**config.mk**
```make
export PLATFORM = sky130hd
export DESIGN_NAME = seg7_scan_ctrl
export DESIGN_NICKNAME = d
export VERILOG_FILES = /design/src/rtl/seg7_pkg.sv /design/src/rtl/btn_debounce.sv /design/src/rtl/seg7_scan_ctrl.sv
export SDC_FILE = /design/constraint.sdc
export NUM_CORES = 1
export LEC_CHECK = 0
export CAP_MARGIN = 20
export CORE_ASPECT_RATIO = 1.25
export CORE_MARGIN = 5
export CORE_UTILIZATION = 55
export CTS_BUF_LIST = sky130_fd_sc_hd__clkbuf_2 sky130_fd_sc_hd__clkbuf_4 sky130_fd_sc_hd__clkbuf_8
export DETAILED_ROUTE_END_ITERATION = 8
export GPL_TIMING_DRIVEN = 0
export PLACE_DENSITY = 0.84
export SLEW_MARGIN = 20
export SYNTH_ARGS = -nofsm -noshare
export SYNTH_HDL_FRONTEND = slang
export SYNTH_HIERARCHICAL = 1
export SYNTH_SLANG_ARGS = --single-unit
```
**constraint.sdc**
```tcl
create_clock -name clk -period 2.2 [get_ports clk]
set_input_delay 0.55 -clock clk [delete_from_list [all_inputs] [get_ports clk]]
set_output_delay 0.55 -clock clk [all_outputs]
set_load 0.02 [all_outputs]
```
**src/rtl/seg7_pkg.sv**
```systemverilog
// rtl/seg7_pkg.sv - shared types and helpers for the 7-segment scan sequencer
package seg7_pkg;

    localparam int DIGITS = 4;
    localparam int PTR_W  = $clog2(DIGITS);

    typedef enum logic [0:0] {
        BLANK = 1'b0,
        DRIVE = 1'b1
    } scan_state_e;

    typedef logic [3:0] digit_code_t;

    // Active-low anode pattern with only the indexed digit pulled low.
    function automatic logic [DIGITS-1:0] sel_onehot_low(input logic [PTR_W-1:0] idx);
        sel_onehot_low = ~(DIGITS'(1) << idx);
    endfunction

endpackage

```
**src/rtl/btn_debounce.sv**
```systemverilog
// rtl/btn_debounce.sv - 2-FF synchroniser, stability debouncer and press pulse for an active-low button
module btn_debounce #(
    parameter int DEB_CYC = 500000
) (
    input  logic clk,
    input  logic rst_n,
    input  logic btn_n,
    output logic fall
);

    localparam int CW = (DEB_CYC > 0) ? $clog2(DEB_CYC + 1) : 1;
    localparam logic [CW-1:0] C_LAST = CW'(DEB_CYC - 1);

    logic          meta_q;
    logic          sync_q;
    logic          level_q;
    logic [CW-1:0] cnt_q;
    logic          fall_q;
    logic          differ;
    logic          flip;

    assign differ = (sync_q != level_q);
    assign flip   = differ && (cnt_q == C_LAST);
    assign fall   = fall_q;

    // Released is the safe resting level, so the whole chain resets high.
    always_ff @(posedge clk or negedge rst_n) begin
        if (!rst_n) begin
            meta_q  <= 1'b1;
            sync_q  <= 1'b1;
            level_q <= 1'b1;
            cnt_q   <= '0;
            fall_q  <= 1'b0;
        end else begin
            meta_q <= btn_n;
            sync_q <= meta_q;
            fall_q <= flip && !sync_q;
            if (!differ) begin
                cnt_q <= '0;
            end else if (flip) begin
                level_q <= sync_q;
                cnt_q   <= '0;
            end else begin
                cnt_q <= cnt_q + 1'b1;
            end
        end
    end

endmodule

```
**src/rtl/seg7_scan_ctrl.sv**
```systemverilog
// rtl/seg7_scan_ctrl.sv - four-digit multiplexed 7-segment scan sequencer with switch load
module seg7_scan_ctrl
    import seg7_pkg::*;
#(
    parameter int SCAN_DIV  = 50000,
    parameter int BLANK_CYC = 500,
    parameter int DEB_CYC   = 500000,
    parameter int LZ_BLANK  = 1
) (
    input  logic              clk,
    input  logic              rst_n,
    input  logic [7:0]        ch,
    input  logic              btn_load_n,
    output digit_code_t       dig_code,
    output logic [DIGITS-1:0] dig_sel_n,
    output logic              dig_blank,
    output logic              dp_n,
    output logic              load_ack
);

    localparam int PW = (SCAN_DIV > 1) ? $clog2(SCAN_DIV) : 1;
    localparam logic [PW-1:0] P_LAST  = PW'(SCAN_DIV - 1);
    localparam logic [PW-1:0] P_BLANK = PW'(BLANK_CYC);
    localparam logic [0:0]    ST_BLANK = BLANK;
    localparam logic [0:0]    ST_DRIVE = DRIVE;

    logic [PW-1:0]    presc_q;
    logic [PW-1:0]    presc_next;
    logic             wrap;
    logic [PTR_W-1:0] ptr_q;
    logic [0:0]       state_q;
    logic [0:0]       state_next;
    logic [7:0]       ch_meta_q;
    logic [7:0]       ch_sync_q;
    logic [15:0]      digit_q;
    logic             load_fall;
    logic             load_ack_q;
    logic             lz3;
    logic             lz2;
    logic             lz1;
    logic             suppress;
    logic             show;

    btn_debounce #(
        .DEB_CYC(DEB_CYC)
    ) u_load_btn (
        .clk  (clk),
        .rst_n(rst_n),
        .btn_n(btn_load_n),
        .fall (load_fall)
    );

    assign wrap = (presc_q == P_LAST);

    // State follows the count it will sit beside, so BLANK/DRIVE stay aligned with the prescaler.
    always_comb begin
        presc_next = wrap ? '0 : presc_q + 1'b1;
        state_next = (presc_next >= P_BLANK) ? ST_DRIVE : ST_BLANK;
    end

    always_ff @(posedge clk or negedge rst_n) begin
        if (!rst_n) begin
            presc_q    <= '0;
            ptr_q      <= '0;
            state_q    <= ST_BLANK;
            ch_meta_q  <= '0;
            ch_sync_q  <= '0;
            digit_q    <= '0;
            load_ack_q <= 1'b0;
        end else begin
            presc_q    <= presc_next;
            state_q    <= state_next;
            ch_meta_q  <= ch;
            ch_sync_q  <= ch_meta_q;
            load_ack_q <= load_fall;
            if (wrap) begin
                ptr_q <= ptr_q + 1'b1;
            end
            if (load_fall) begin
                digit_q <= {digit_q[7:0], ch_sync_q};
            end
        end
    end

    // A digit is a leading zero when it and everything above it are zero.
    assign lz3 = (digit_q[15:12] == 4'h0);
    assign lz2 = lz3 && (digit_q[11:8] == 4'h0);
    assign lz1 = lz2 && (digit_q[7:4] == 4'h0);

    always_comb begin
        suppress = 1'b0;
        if (LZ_BLANK != 0) begin
            case (ptr_q)
                2'd1:    suppress = lz1;
                2'd2:    suppress = lz2;
                2'd3:    suppress = lz3;
                default: suppress = 1'b0;
            endcase
        end
    end

    assign show      = (state_q == ST_DRIVE) && !suppress;
    assign dig_code  = digit_q[{ptr_q, 2'b00} +: 4];
    assign dig_sel_n = show ? sel_onehot_low(ptr_q) : {DIGITS{1'b1}};
    assign dig_blank = !show;
    assign dp_n      = !(show && (ptr_q == 2'd2));
    assign load_ack  = load_ack_q;

endmodule

```
==> impl_metrics.yaml <==
outcome:
  outcome: "finished, violations left"
  violations: "setup timing"
placed_design:
  io_buffers: 21
  gp_congestion: 0.897
  dpl.hpwl_um: 4220
  place_area_um2: 3830
synth:
  ys_ff_latch: 75
  async_flop_share_pct: 100
  synth-edff-count: 0
  syn_area_per_cell_um2: 12.2
  synth_cells: 285
  synth_flop_cell: "dfrtp_1"
  synth_seq_area_share_pct: 53.9
  ys_warn_count: 6
  synth_top_cell_area_share_pct: 51.6
  yosys-top-cells-count: "dfrtp_1 (72), nor2_1 (27), xnor2_1 (22)"
  yosys.area.top_type: "dfrtp_1"
  synthesis.area_um2: 3490
  synth.distinct_cells: 61
  synthMostInstantiatedCell: "dfrtp_1"
  syn_nets: 303
  synthTopCellsByArea: "dfrtp_1 (52%), xnor2_1 (5.5%), mux2_2 (5.5%)"
cts:
  hold_buffers: 0
  cts_tree: "built"
  htree_num_levels: 3
  root_buffer: "clkbuf_8"
  cts_inserted_buffers: 9
  path_clk_slew_ns: 0.07
  insertion_delay_ns: 0.34
  clk_path_buf_depth: 2
  cts_sinks: 75
pwr:
  ir_drop_mv: 0.358
  pwr-share-clk_pct: 41.9
  p_seq_share_pct: 55.5
  netSwitchingFraction_pct: 21.2
  p_int_uw: 2010
  p_comb_share_pct: 2.6
  p_switching_uw: 541
  leakage_uw: 0.00180
  power_density_nw_per_um2: 611
setup_path:
  r2r_cells: 5
  critPathLaunch: "ptr_q[1]"
  worst_r2r_endpoint: "u_load_btn/cnt_q[11]"
  start_kind: "flop"
  reg2reg_slack_ns: 0.22
  required_ns: 1.65
  crit_end: "dig_blank"
  cp.arrival_ns: 1.98
  worstSetupEndpointType: "output port"
  worstSetupPathType: "flop to output port"
  cp_max_fo: 3
  r2r-start: "u_load_btn/cnt_q[11]"
global_routing:
  grt_pass1_wl_um: 11200
  grt.overflow.total: 0
  grt_max_degree: 62
  grt_util_all_layers_pct: 18.0
  antenna_found_initial: 0
  grt_pass1_vias: 2379
die:
  ios: 22
  start_util_pct: 56.6
  die_y_um: 99.1
  core_area_um2: 6170
  die-area_um2: 8050
  rows: 32
  dieWidth_um: 81.2
detailed_routing:
  dr.pass1.iters: 4
  drc: 0
  vias_per_cell: 5.62
  antenna_left: 0
  drtIter0Drc: 121
  drt_wl_total_um: 6990
  wl_per_cell_um: 16.8
  vias: 2336
final_layout:
  nets: 344
  final_core_util_pct: 67.6
  stdcell_area_um2: 4170
  syn_to_final_growth_pct: 19.5
  drive_gt1_share_pct: 29.6
  fillCellCount: 434
  regArea_um2: 1880
  multi_input_area_um2: 1560
  num_antenna_cells: 0
sta:
  grt_setup_unrepaired: "true"
  setup_viol: 6
  worst-slew-pin-transition_ns: 0.545
  fin_ws_ns: -0.330
  finClkSkew_ns: 0.0125
  finalCritPeriodShare_pct: 115
  slew-limit-headroom_pct: 63.6
  max_freq_ghz: 0.395
  finalHoldViolations: 0
  fin_crit_ns: 2.53
  finalMaxSlewViolations: 0
min_path:
  min-delay-path-class: "input port to asynchronous set/reset pin"
run:
  cap_violations: 0
[flip-flops by register name, summed over array words and instances, names as in the netlist, 2 cells and up]
name and flops:
presc_q 16, ch_sync_q 8, digit_q 16, ptr_q 2, u_load_btn/cnt_q 19, ch_meta_q 8
[layout make-up]
class | instances | area share [%]
tap | 85 | 2.55
buffer | 10 | 2.04
clock inverter | 4 | 1.20
multi-input combinational | 193 | 37.3
clock buffer | 12 | 3.66
sequential | 75 | 45.1
inverter | 7 | 0.690
timing repair buffer | 30 | 7.41
[cell usage in the layout, fill, tap and decap left out, drive strengths merged, types with 2 or more instances in the layout]
cell type,n
buf,29
ha,7
nor4,7
dfrtp,72
mux4,4
xor2,11
nor4b,2
dfstp,3
or2,2
nor3b,2
nand2,16
o31ai,2
nand3,15
a21oi,4
clkdlybuf4s50,10
nand4,8
nor3,8
clkinvlp,2
a211oi,2
or4,3
and2,2
and4,3
and3,6
nand2b,2
nor4bb,2
mux2,18
o21ai,4
nor2,29
xnor2,22
inv,7
clkbuf,13
[stage by stage]
stage	hold slack [ns]	cells	setup TNS, ns	setup slack [ns]	power (µW)
2_1_floorplan	0.254	285	0	0.00273	1450
3_3_place_gp	0.332	391	-141.58	-1.89	1500
3_5_place_dp	0.335	392	-3.06	-0.581	1510
4_1_cts	0.0642	413	-1.44	-0.273	2560
5_1_grt	0.0751	416	-2.41	-0.431	2640
6_report	0.0683	416	-1.75	-0.330	2550
[how the worst min path moves through the flow]
stage,start,endpoint,slack [ns],cells after the start
floorplan,rst_n,ch_meta_q[0],0.25,0
global placement,ch_meta_q[5],ch_sync_q[5],0.33,0
detailed placement,ch_meta_q[2],ch_sync_q[2],0.33,0
CTS,rst_n,u_load_btn/cnt_q[18],0.06,1
global route,rst_n,u_load_btn/cnt_q[18],0.08,1
finish,rst_n,u_load_btn/cnt_q[18],0.07,1
[critical path: stages, from the launching register on]
cell     delay [ns]
dfrtp_2        0.44
inv_1          0.14
ha_4           0.16
a21o_1         0.15
a21oi_2        0.07
o31a_1         0.34
buf_6          0.14
inv_1          0.07
buf_6          0.12
[power by group through the flow]
stage	Combinational [µW]	Clock [µW]	Sequential, µW
final	67.3	1070	1410
after CTS	68.6	1080	1410
after global routing	76.8	1150	1420
after detailed placement	68.0	0	1440
after global placement	61.7	0	1440
after floorplan	14.4	0	1440
[layer usage]
layer / up-vias / global-route usage, % / wire length (µm)
met3: 11 / 4.20 / 301
met5: - / 0 / 0
met2: 66 / 29.1 / 3650
met1: 1172 / 23.0 / 2930
met4: 0 / 7.54 / 104
li1: 1087 / - / -
[kinds of logic after synthesis]
logic type / share of synthesized area [%]
buffers and inverters: 2.76
muxes: 8.78
AOI/OAI and AO/OA: 4.55
xor gates and xnor gates: 8.28
DFF: 53.9
and+or+nand+nor: 19.2
adders and majority gates: 2.51
[what timing repair did]
item	CTS	global route
resized for setup	58	17
setup endpoints to repair	10	10
pin swaps	4	5
setup buffers	5	3
hold endpoints to repair	0	0
No activity file was read; power rests on OpenSTA's default activity.
